`config.mk`:
```
export PLATFORM = sky130hd
export DESIGN_NAME = mux3_arbiter
export DESIGN_NICKNAME = d
export VERILOG_FILES = /design/src/rtl/mux3_arb_pkg.sv /design/src/rtl/rr_pick3.sv /design/src/rtl/mux3_arbiter.sv
export SDC_FILE = /design/constraint.sdc
export NUM_CORES = 1
export LEC_CHECK = 0
export BUFFER_PORTS_ARGS = -buffer_cell sky130_fd_sc_hd__buf_2
export CORE_AREA = 2 2 39 41
export DETAILED_ROUTE_END_ITERATION = 8
export DIE_AREA = 0 0 41 43
export PLACE_DENSITY = 0.68
export SLEW_MARGIN = 20
export SYNTH_ARGS = -nofsm -noshare
export SYNTH_HDL_FRONTEND = slang
export SYNTH_SLANG_ARGS = --single-unit
```
`constraint.sdc`:
```
create_clock -name clk -period 1.73 [get_ports clk]
set_clock_uncertainty 0.15 [all_clocks]
set_input_delay 0.0865 -clock clk [delete_from_list [all_inputs] [get_ports clk]]
set_output_delay 0.0865 -clock clk [all_outputs]
set_load 0.02 [all_outputs]
```
`src/rtl/mux3_arb_pkg.sv`:
```
// Shared types and constants for the three-way round-robin mux arbiter.
// Used by mux3_arbiter and rr_pick3.
package mux3_arb_pkg;

   typedef enum logic {
      ARB_IDLE = 1'b0,
      ARB_OWN  = 1'b1
   } arb_state_e;

   localparam logic [1:0] SEL_A   = 2'd0;
   localparam logic [1:0] SEL_B   = 2'd1;
   localparam logic [1:0] SEL_C   = 2'd2;

   // Pointer starts on the last requester so requester 0 is searched first.
   localparam logic [1:0] PTR_RST = SEL_C;

   // Index 3 never occurs; it maps to an empty mask instead of an out-of-range bit.
   function automatic logic [2:0] onehot3(input logic [1:0] idx);
      return 3'b001 << idx;
   endfunction

   function automatic logic [1:0] next_idx(input logic [1:0] idx);
      return (idx == SEL_C) ? SEL_A : idx + 2'd1;
   endfunction

endpackage

```
`src/rtl/rr_pick3.sv`:
```
// Combinational round-robin pick among three requesters.
// Search order is ptr+1, ptr+2, then ptr itself (mod 3).
module rr_pick3
   import mux3_arb_pkg::*;
(
   input  logic [2:0] req,
   input  logic [1:0] ptr,
   output logic       valid,
   output logic [1:0] win
);

   logic [1:0] cand_1;
   logic [1:0] cand_2;

   assign cand_1 = next_idx(ptr);
   assign cand_2 = next_idx(cand_1);

   always_comb begin
      valid = 1'b1;
      win   = ptr;
      if (|(req & onehot3(cand_1))) begin
         win = cand_1;
      end else if (|(req & onehot3(cand_2))) begin
         win = cand_2;
      end else if (|(req & onehot3(ptr))) begin
         win = ptr;
      end else begin
         valid = 1'b0;
      end
   end

endmodule

```
`src/rtl/mux3_arbiter.sv`:
```
// Round-robin owner arbiter for a shared 3:1 mux; registered one-hot grant and select.
// Optional forced hand-off after MAX_HOLD owner cycles: define MUX3_ARB_TIMEOUT_EN.
module mux3_arbiter
   import mux3_arb_pkg::*;
#(
   parameter int MAX_HOLD = 8,
   parameter int CNT_W    = 4
) (
   input  logic       clk,
   input  logic       rst,
   input  logic [2:0] req,
   output logic [2:0] gnt,
   output logic [1:0] sel,
   output logic       busy,
   output logic       preempt
);

   if (MAX_HOLD < 2 || MAX_HOLD > 15 || (1 << CNT_W) <= MAX_HOLD) begin : g_param_check
      $error("mux3_arbiter: MAX_HOLD must be 2..15 and fit in CNT_W bits");
   end

   arb_state_e       state_q, state_d;
   logic [1:0]       ptr_q, ptr_d;
   logic [CNT_W-1:0] hold_q, hold_d;
   logic [2:0]       gnt_d;
   logic [1:0]       sel_d;
   logic             busy_d;
   logic             preempt_d;

   logic             pick_valid;
   logic [1:0]       pick_win;
   logic             owner_req;
   logic             timeout_hit;

   rr_pick3 u_pick (
      .req   (req),
      .ptr   (ptr_q),
      .valid (pick_valid),
      .win   (pick_win)
   );

   // While owning, ptr_q is the owner's index.
   assign owner_req = |(req & onehot3(ptr_q));

`ifdef MUX3_ARB_TIMEOUT_EN
   localparam logic [CNT_W-1:0] HOLD_LAST = CNT_W'(MAX_HOLD - 1);
   logic others_req;
   assign others_req  = |(req & ~onehot3(ptr_q));
   assign timeout_hit = (state_q == ARB_OWN) && owner_req && others_req &&
                        (hold_q == HOLD_LAST);
`else
   assign timeout_hit = 1'b0;
`endif

   always_comb begin
      state_d   = state_q;
      ptr_d     = ptr_q;
      hold_d    = hold_q;
      gnt_d     = gnt;
      sel_d     = sel;
      busy_d    = busy;
      preempt_d = 1'b0;

      unique case (state_q)
         ARB_IDLE: begin
            if (pick_valid) begin
               state_d = ARB_OWN;
               ptr_d   = pick_win;
               gnt_d   = onehot3(pick_win);
               sel_d   = pick_win;
               busy_d  = 1'b1;
               hold_d  = '0;
            end
         end
         ARB_OWN: begin
            if (!owner_req || timeout_hit) begin
               // Owner's own request is searched last, so a forced hand-off lands elsewhere.
               if (pick_valid) begin
                  ptr_d     = pick_win;
                  gnt_d     = onehot3(pick_win);
                  sel_d     = pick_win;
                  busy_d    = 1'b1;
                  hold_d    = '0;
                  preempt_d = timeout_hit;
               end else begin
                  state_d = ARB_IDLE;
                  gnt_d   = 3'b000;
                  busy_d  = 1'b0;
                  hold_d  = '0;
               end
            end else if (hold_q != '1) begin
               hold_d = hold_q + CNT_W'(1);
            end
         end
         default: begin
            state_d = ARB_IDLE;
            gnt_d   = 3'b000;
            busy_d  = 1'b0;
         end
      endcase
   end

   always_ff @(posedge clk or posedge rst) begin
      if (rst) begin
         state_q <= ARB_IDLE;
         ptr_q   <= PTR_RST;
         hold_q  <= '0;
         gnt     <= 3'b000;
         sel     <= SEL_A;
         busy    <= 1'b0;
         preempt <= 1'b0;
      end else begin
         state_q <= state_d;
         ptr_q   <= ptr_d;
         hold_q  <= hold_d;
         gnt     <= gnt_d;
         sel     <= sel_d;
         busy    <= busy_d;
         preempt <= preempt_d;
      end
   end

endmodule

```
==> summary.txt, run 1 <==
Route
  – DRC viols: 0
  – Final ANT Viol Nets: 0
  – Vias per inst: 5.53
  – 1st-iter DRT viols: 10
  – Routed wire per std cell: 12.9 um
  – DRT Pass-1 Iters: 4
  – Vias post-DR: 498
  – Final WL: 1160 um

STA
  – Final setup fails: 0
  – Final Cycle Share: 93.7%
  – Fin worst setup slack: 108 ps
  – Hold Slack: 39.3 ps
  – RSZ-0062 raised after global routing: no
  – Crit path time final: 1620 ps
  – Final hold viol count: 0
  – Achievable Freq: 617 MHz
  – Final Max Tran Viols: 0
  – Fin Setup TNS: 0 ps

Power
  – Leakage: 0.000292 uW
  – Peak supply drop: 0.702 mV
  – PD cells: 1530 nW/um^2
  – Overall Power: 969 uW

Worst setup path
  – Crit path DAT: 1670 ps
  – Max FO, Critical Path: 11
  – Critical path type: in2reg
  – CP Capture Type: register
  – Slowest-stage cell, CP: dlygate4sd3_1
  – Type of origin of the critical path: primary input
  – Critical path startpoint: req[0]
  – Worst path required time: 1780 ps
  – Reg-to-reg startpoint: sel[0]
  – Slowest stage delay, CP: 530 ps
  – FF-to-FF End: gnt[1]
  – R2R Setup Slk: 220 ps
  – Reg2Reg Depth: 4
  – Setup crit end: gnt[2]
  – Worst path cell trace: dlygate4sd3_1, buf_2, or2_4, or3_1, a21boi_2, a21o_1

Clock network
  – CTS tree: yes
  – Clk_lat worst skew: 250 ps
  – Setup Buffers After CTS: 0
  – Clk slew on worst S/H paths: 50 ps
  – TritonCTS buffer count: 3
  – H-tree depth: 1
  – Clock Tree Buf Depth: 2
  – Clk root buf: clkbuf_4
  – Clock sinks: 8

Placed design
  – HPWL after DPL: 835 um
  – Gp weighted congestion: 0.899
  – Pre-CTS setup slack: 116 ps
  – Port buffer count: 10

Logic synthesis
  – Yosys reg bits: 8
  – Number of synthesized flops with an enable pin: 0
  – Seq/Total Area, Yosys: 35.7%
  – Top cell type's share of synthesized area: 31.0%
  – Yosys warning count: 0
  – Syn nets: 70
  – Cell variety after synth: 34
  – Synth area leader: dfrtp_1
  – Post-Synthesis Cells: 65
  – Syn Area/Cell: 8.68 um^2
  – Async S/R FF share, synth: 100%
  – Ys flop type: dfrtp_1
  – Most common cell in the netlist: dfrtp_1
  – Top post-synthesis cells by count: 7 x dfrtp_1, 6 x o21ai_0, 5 x nand2_1, 5 x nor2_1
  – Synth area leaders: dfrtp_1 31%, o21ai_0 5.3%, dfstp_2 4.7%, buf_6 4.0%, a32o_1 3.5%
  – Synth Cell Area: 564 um^2

Die
  – Chip Width: 41 um
  – Core footprint: 1380 um^2
  – Boundary Pins: 12
  – Die Y: 43 um
  – Std cell rows: 14
  – Die ar.: 1760 um^2
  – Initial Utilization: 40.8%

Global routing
  – Largest net degree at the start of global routing: 18
  – GRT Total Usage: 17.2%
  – First-pass GRT wire length: 2050 um
  – Vias in the first global route: 453
  – Initial antenna violation count: 0
  – GRT overflow: 0

Worst hold path
  – Worst hold path type: in2reg

Status
  – Status: finished clean

Finish
  – Layout cell share with drive strength beyond 1: 25.7%
  – Area grow syn2layout: 12.2%
  – FILL cells: 146
  – Area of the multi-input gates: 295 um^2
  – Util after Layout: 45.8%
  – Register area: 203 um^2
  – Ant. Diodes: 0
  – Fin nets: 80

Flow run
  – Max capacitance violation total: 0
==> worst min-delay path by stage <==
| stage | start | end | depth (start not counted) |
|---|---|---|---|
| floorplan | rst | busy | 1 |
| global placement | rst | sel[1] | 2 |
| detailed placement | rst | sel[1] | 2 |
| CTS | req[1] | sel[0] | 3 |
| global route | req[1] | sel[0] | 3 |
| finish | req[1] | sel[0] | 3 |
==> metrics by stage <==
step,area [um^2],cells
final,633,90
after CTS,632,90
after detailed placement,586,84
after global placement,586,84
after global routing,633,90
after floorplan,564,65
==> logic make-up after synthesis <==
kind of cell	synth area share, %
AOI/OAI and AO/OA	27.3
xor gates and xnor gates	1.55
buffers and inverters	12.0
DFF	35.7
muxes	1.77
other	0.665
and+or+nand+nor	21.1
==> flip-flops by register name (all words and copies together) (netlist names) <==
| register | flops |
|---|---|
| ptr_q | 1 |
| sel | 2 |
| state_q | 1 |
| busy | 1 |
| gnt | 3 |
==> final cells by class <==
cell class              count  share of cell area (%)
multi-input cells          46                    46.6
repair buffers             13                    12.3
clock buffers               4                    4.15
flip-flops and latches      8                    32.0
inverters                   3                    1.78
well taps                  16                    3.16
==> layer usage <==
layer	GRT usage (%)	part of all wire, %	up-vias
met5	0	0	-
met4	6.00	0.69	0
met3	5.24	5.3	2
met2	25.0	49	15
met1	23.6	44	230
li1	-	-	251
==> report_power, final <==
part	switching [uW]	leakage [uW]	internal, uW
clock	70.5	0.0000150	88.7
sequential	107	0.0000938	273
combinational	231	0.000183	198
==> timing repair <==
action	4_1_cts	5_1_grt
gates resized for setup	0	2
endpoints found under the setup margin	0	4
hold buffers	2	0
endpoints found under the hold margin	9	0
==> critical path: cells and delay by family <==
family                 cells  cell delay (ps)
AOI/OAI and AO/OA          2              260
and+or+nand+nor            2              600
buffers and inverters      2              710
==> layout by cell type (no fill, tap or decap), types with 2 or more instances in the layout <==
cell type / synthesis / routed
nand3b_1: 2 / 2
buf_2: 3 / 10
clkbuf_4: 0 / 3
dfrtp_1: 7 / 6
a21o_1: 2 / 2
nand2_1: 5 / 5
inv_1: 3 / 3
nor2_1: 5 / 5
o21ai_0: 6 / 6
or3_1: 2 / 2
dlygate4sd3_1: 0 / 2
a21oi_1: 2 / 2
o211ai_1: 2 / 2
a32o_1: 2 / 2
Note: power is estimated with default switching activity, not from simulation.
==> run 2, diff against run 1 <==
- ABC_AREA: unset -> 1
- PLACE_DENSITY: 0.68 -> 0.63
==> summary.txt, run 2 <==
Status
  – Status: finished clean

Logic synthesis
  – Top cell type's share of synthesized area: 34.6%
  – Syn nets: 68
  – Cell variety after synth: 19
  – Syn Area/Cell: 8.04 um^2
  – Post-Synthesis Cells: 63
  – Yosys reg bits: 8
  – Most common cell in the netlist: nand2_1
  – Seq/Total Area, Yosys: 39.8%
  – Top post-synthesis cells by count: 19 x nand2_1, 7 x dfrtp_1, 7 x nand3_1, 5 x inv_1, 4 x nand2_2
  – Synth area leader: dfrtp_1
  – Synth Cell Area: 507 um^2
  – Synth area leaders: dfrtp_1 35%, nand2_1 14%, nand3_1 6.9%, nand2_4 6.7%, dfstp_2 5.2%
  – Yosys warning count: 0
  – Number of synthesized flops with an enable pin: 0
  – Async S/R FF share, synth: 100%
  – Ys flop type: dfrtp_1

Clock network
  – Clock sinks: 8
  – Clock Tree Buf Depth: 2
  – CTS tree: yes
  – Clk_lat worst skew: 250 ps
  – H-tree depth: 1
  – TritonCTS buffer count: 3
  – Clk slew on worst S/H paths: 60 ps
  – Clk root buf: clkbuf_4
  – Setup Buffers After CTS: 0

STA
  – Fin worst setup slack: 153 ps
  – Final setup fails: 0
  – Fin Setup TNS: 0 ps
  – Final Cycle Share: 91.2%
  – RSZ-0062 raised after global routing: no
  – Crit path time final: 1580 ps
  – Final Max Tran Viols: 0
  – Final hold viol count: 0
  – Achievable Freq: 634 MHz
  – Hold Slack: 66.2 ps

Power
  – Overall Power: 1260 uW
  – PD cells: 2110 nW/um^2
  – Leakage: 0.000343 uW
  – Peak supply drop: 0.732 mV

Route
  – DRC viols: 0
  – Vias per inst: 4.34
  – Final WL: 859 um
  – Final ANT Viol Nets: 0
  – Routed wire per std cell: 9.34 um
  – 1st-iter DRT viols: 7
  – Vias post-DR: 399
  – DRT Pass-1 Iters: 4

Finish
  – Commonest non-fill, non-tap cell in the layout: nand2_1
  – Layout cell share with drive strength beyond 1: 42.1%
  – Area grow syn2layout: 18.0%
  – Largest register by flop count: gnt
  – Util after Layout: 43.2%
  – Commonest cells after routing, fill and taps aside: 19 x nand2_1, 10 x buf_2, 7 x nand3_1, 7 x dfrtp_1, 5 x inv_1
  – Max reg flops: 3
  – Fin nets: 82
  – Ant. Diodes: 0
  – Top Registers: gnt: 3 flops, sel: 2 flops
  – FILL cells: 142

Flow run
  – Max capacitance violation total: 0

Worst setup path
  – Critical path type: reg2reg
  – CP Capture Type: register
  – Type of origin of the critical path: register
  – Slowest stage delay, CP: 590 ps
  – Slowest-stage cell, CP: dfstp_2
  – Most frequent CP cell: nand2_4
  – Worst path cell trace: inv_2, nand3_1, nand2_2, nor2_4, nand3_4, nand2_4, inv_4, nand2_4, nand2_1
  – Critical path startpoint: ptr_q[1]
  – Max FO, Critical Path: 8
  – Reg-to-reg startpoint: ptr_q[1]
  – Worst path required time: 1730 ps
  – Crit path DAT: 1570 ps

Die
  – Initial Utilization: 36.6%
  – Core footprint: 1380 um^2
  – Boundary Pins: 12
  – Die Y: 43 um
  – Chip Width: 41 um
  – Die ar.: 1760 um^2
  – Std cell rows: 14

Placed design
  – HPWL after DPL: 700 um
  – Gp weighted congestion: 0.808
  – Port buffer count: 10
  – Pre-CTS setup slack: 146 ps

Global routing
  – Vias in the first global route: 366
  – GRT overflow: 0
  – First-pass GRT wire length: 1470 um
  – GRT Total Usage: 11.9%
  – Largest net degree at the start of global routing: 9
  – Initial antenna violation count: 0

Worst hold path
  – Worst hold path type: in2reg
  – Hold path startpoint: req[0]
==> run 2: cell types whose count changed after synthesis, moves of 4 or more <==
cell	before	now
nand2_1	5	19
nand3_1	0	7
o21ai_0	6	0
nand2_2	0	4
nor2_1	5	1
==> run 2: cell families after synthesis <==
group / Yosys count / share of synthesized area (%)
other cells: 1 / 0.740
flops: 8 / 39.8
buf+inv: 11 / 10.1
compound gates: 3 / 3.70
simple gates: 40 / 45.7
==> run 2: layout make-up <==
type	count	area [um^2]	area share, %
multi-input combinational	44	254	42.5
tap	16	20.0	3.35
inverter	9	36.3	6.07
sequential	8	201	33.7
timing repair buffer	11	60.1	10.0
clock buffer	4	26.3	4.39
==> run 2: timing repair <==
| action | CTS | global route |
|---|---|---|
| hold buffers | 1 | 0 |
| gates resized for setup | 0 | 0 |
| hold endpoints to repair | 8 | 0 |
==> run 2: worst max-delay path, delay by kind of cell, from the launching register on <==
| kind | cells | cell delay [ps] |
|---|---|---|
| simple gates | 7 | 610 |
| flops | 1 | 590 |
| buf+inv | 2 | 130 |
==> run 2: layer usage <==
| layer | GRT usage, % | vias to the layer above | part of all wire, % |
|---|---|---|---|
| met5 | 0 | - | 0 |
| met4 | 2.00 | 0 | 0 |
| met3 | 3.14 | 0 | 1.0 |
| met2 | 17.8 | 4 | 48 |
| met1 | 17.2 | 180 | 51 |
| li1 | - | 215 | - |
==> run 2: per-stage QoR <==
stage               std cells  cell area [um^2]
finish                     92               598
global route               92               598
CTS                        92               598
detailed placement         87               562
global placement           87               562
floorplan                  63               507
==> run 2: worst paths after layout <==
path,to,slack (ps),cells after the start
setup / recovery,sel[1],150,9
hold / removal,state_q,70,5
setup reg to reg,sel[1],150,9
hold reg to reg,sel[1],330,2
max in group asynchronous,ptr_q[1],990,3
min in group asynchronous,sel[1],160,3
==> run 2: power by group <==
group	total [uW]	internal (uW)	switching (uW)
Combinational	759	253	506
Sequential	342	280	62.2
Clock	159	88.7	70.1
==> run 3, diff against run 2 <==
- CORE_AREA: 2 2 39 41 -> 8 8 45 47
- DIE_AREA: 0 0 41 43 -> 0 0 53 55
==> summary.txt, run 3 (synthesis gave the netlist of run 2 again) <==
Worst setup path
  – Most frequent CP cell: nand2_4
  – Reg2Reg Depth: 9
  – Slowest-stage cell, CP: dfstp_2
  – Type of origin of the critical path: register
  – Crit path DAT: 1570 ps
  – Slowest stage delay, CP: 580 ps
  – Max FO, Critical Path: 8
  – R2R Setup Slk: 150 ps
  – Critical path type: reg2reg
  – Reg-to-reg startpoint: ptr_q[1]
  – Worst path required time: 1720 ps
  – Worst path cell trace: inv_2, nand3_1, nand2_2, nor2_4, nand3_4, nand2_4, inv_4, nand2_4, nand2_1
  – CP Capture Type: register
  – FF-to-FF End: sel[1]

Finish
  – Layout cell share with drive strength beyond 1: 42.1%
  – Commonest non-fill, non-tap cell in the layout: nand2_1
  – Largest register by flop count: gnt
  – Cell Count, Final, Fillers Out: 92
  – Fin nets: 82
  – FILL cells: 141
  – Area grow syn2layout: 18.0%
  – Post-route cell area: 598 um^2
  – Util after Layout: 43.2%
  – Commonest cells after routing, fill and taps aside: 19 x nand2_1, 10 x buf_2, 7 x nand3_1, 7 x dfrtp_1, 5 x inv_1
  – Top Registers: gnt: 3 flops, sel: 2 flops
  – Ant. Diodes: 0
  – Max reg flops: 3

Die
  – Die ar.: 2920 um^2
  – Chip Width: 53 um
  – Die Y: 55 um
  – Boundary Pins: 12
  – Core footprint: 1380 um^2
  – Initial Utilization: 36.6%
  – Std cell rows: 14

Clock network
  – Setup Buffers After CTS: 0
  – Clk slew on worst S/H paths: 60 ps
  – Clk root buf: clkbuf_4
  – H-tree depth: 1
  – Clock sinks: 8
  – Clk_lat worst skew: 260 ps
  – Post-CTS resize count: 0
  – Hold_buf cts: 1
  – TritonCTS buffer count: 3
  – Clock Tree Buf Depth: 2
  – CTS tree: yes

Global routing
  – Global routing usage on met2: 11.5%
  – First-pass GRT wire length: 1620 um
  – Grt met1 use: 8.18%
  – GRT Total Usage: 8.08%
  – GR peak layer: met2
  – Initial antenna violation count: 0
  – Largest net degree at the start of global routing: 9
  – GRT overflow: 0
  – Vias in the first global route: 389
  – GR Layer Usage met3: 5.35%

STA
  – Fin Setup TNS: 0 ps
  – Crit path time final: 1580 ps
  – Final Max Tran Viols: 0
  – Final hold viol count: 0
  – Final setup fails: 0
  – RSZ-0062 raised after global routing: no
  – Final Cycle Share: 91.2%
  – Achievable Freq: 634 MHz
  – Fin worst setup slack: 153 ps

Placed design
  – Placed instance area: 562 um^2
  – Port buffer count: 10
  – Pre-CTS setup slack: 153 ps
  – Gp weighted congestion: 0.840
  – HPWL after DPL: 783 um
  – Inst Count DP: 87

Worst hold path
  – Hold worst-path end: state_q
  – Worst hold path type: in2reg
  – WHS Path Cells: 5
  – Hold path startpoint: req[0]

Status
  – Status: finished clean

Flow run
  – Max capacitance violation total: 0

Route
  – DRT Pass-1 Iters: 2
  – Final WL: 961 um
  – 1st-iter DRT viols: 9
  – Final ANT Viol Nets: 0
  – Routed wire per std cell: 10.4 um
  – DRC viols: 0
  – Vias post-DR: 418
  – Vias per inst: 4.54

Power
  – Peak supply drop: 0.792 mV
  – PD cells: 2120 nW/um^2
  – Leakage: 0.000343 uW
-- run 3: cell counts in the layout (fill, tap and decap cells not counted) --
Identical to the previous run, type by type.
-- run 3: worst max-delay path by stage --
stage | start | endpoint | slack [ps] | depth (start not counted)
CTS | ptr_q[1] | sel[1] | 140 | 9
detailed placement | ptr_q[1] | sel[1] | 150 | 9
finish | ptr_q[1] | sel[1] | 150 | 9
global placement | ptr_q[1] | sel[1] | 160 | 9
floorplan | ptr_q[1] | gnt[2] | 250 | 9
global route | ptr_q[1] | sel[1] | 40 | 9
-- run 3: where the power goes --
| part | switching [uW] | internal [uW] | total [uW] |
|---|---|---|---|
| registers | 59.4 | 281 | 340 |
| logic | 516 | 254 | 770 |
| clock network | 67.8 | 88.5 | 156 |
-- run 3: routing by layer --
layer	wire length, um	vias up	part of all wire [%]
li1	-	216	-
met1	419	189	44
met2	433	8	45
met3	69	5	7.2
met4	38	0	4.0
met5	0	-	0
-- run 3: metrics by stage --
step | power (uW) | hold WS, ps
3_5_place_dp | 1120 | -109
3_3_place_gp | 1110 | -107
6_report | 1270 | 55.9
5_1_grt | 1400 | 65.3
2_1_floorplan | 979 | -249
4_1_cts | 1290 | 55.6
-- run 3: cell type report --
cell class | instances | area, um^2 | share of cell area (%)
inverters | 9 | 36.3 | 6.07
repair buffers | 11 | 60.1 | 10.0
flip-flops and latches | 8 | 201 | 33.7
well taps | 16 | 20.0 | 3.35
clock buffers | 4 | 26.3 | 4.39
multi-input cells | 44 | 254 | 42.5
-- run 3: critical path, delay by kind of cell (launching register included) --
kind / cells / cell delay (ps)
and+or+nand+nor: 7 / 600
buffers and inverters: 2 / 120
DFF: 1 / 580
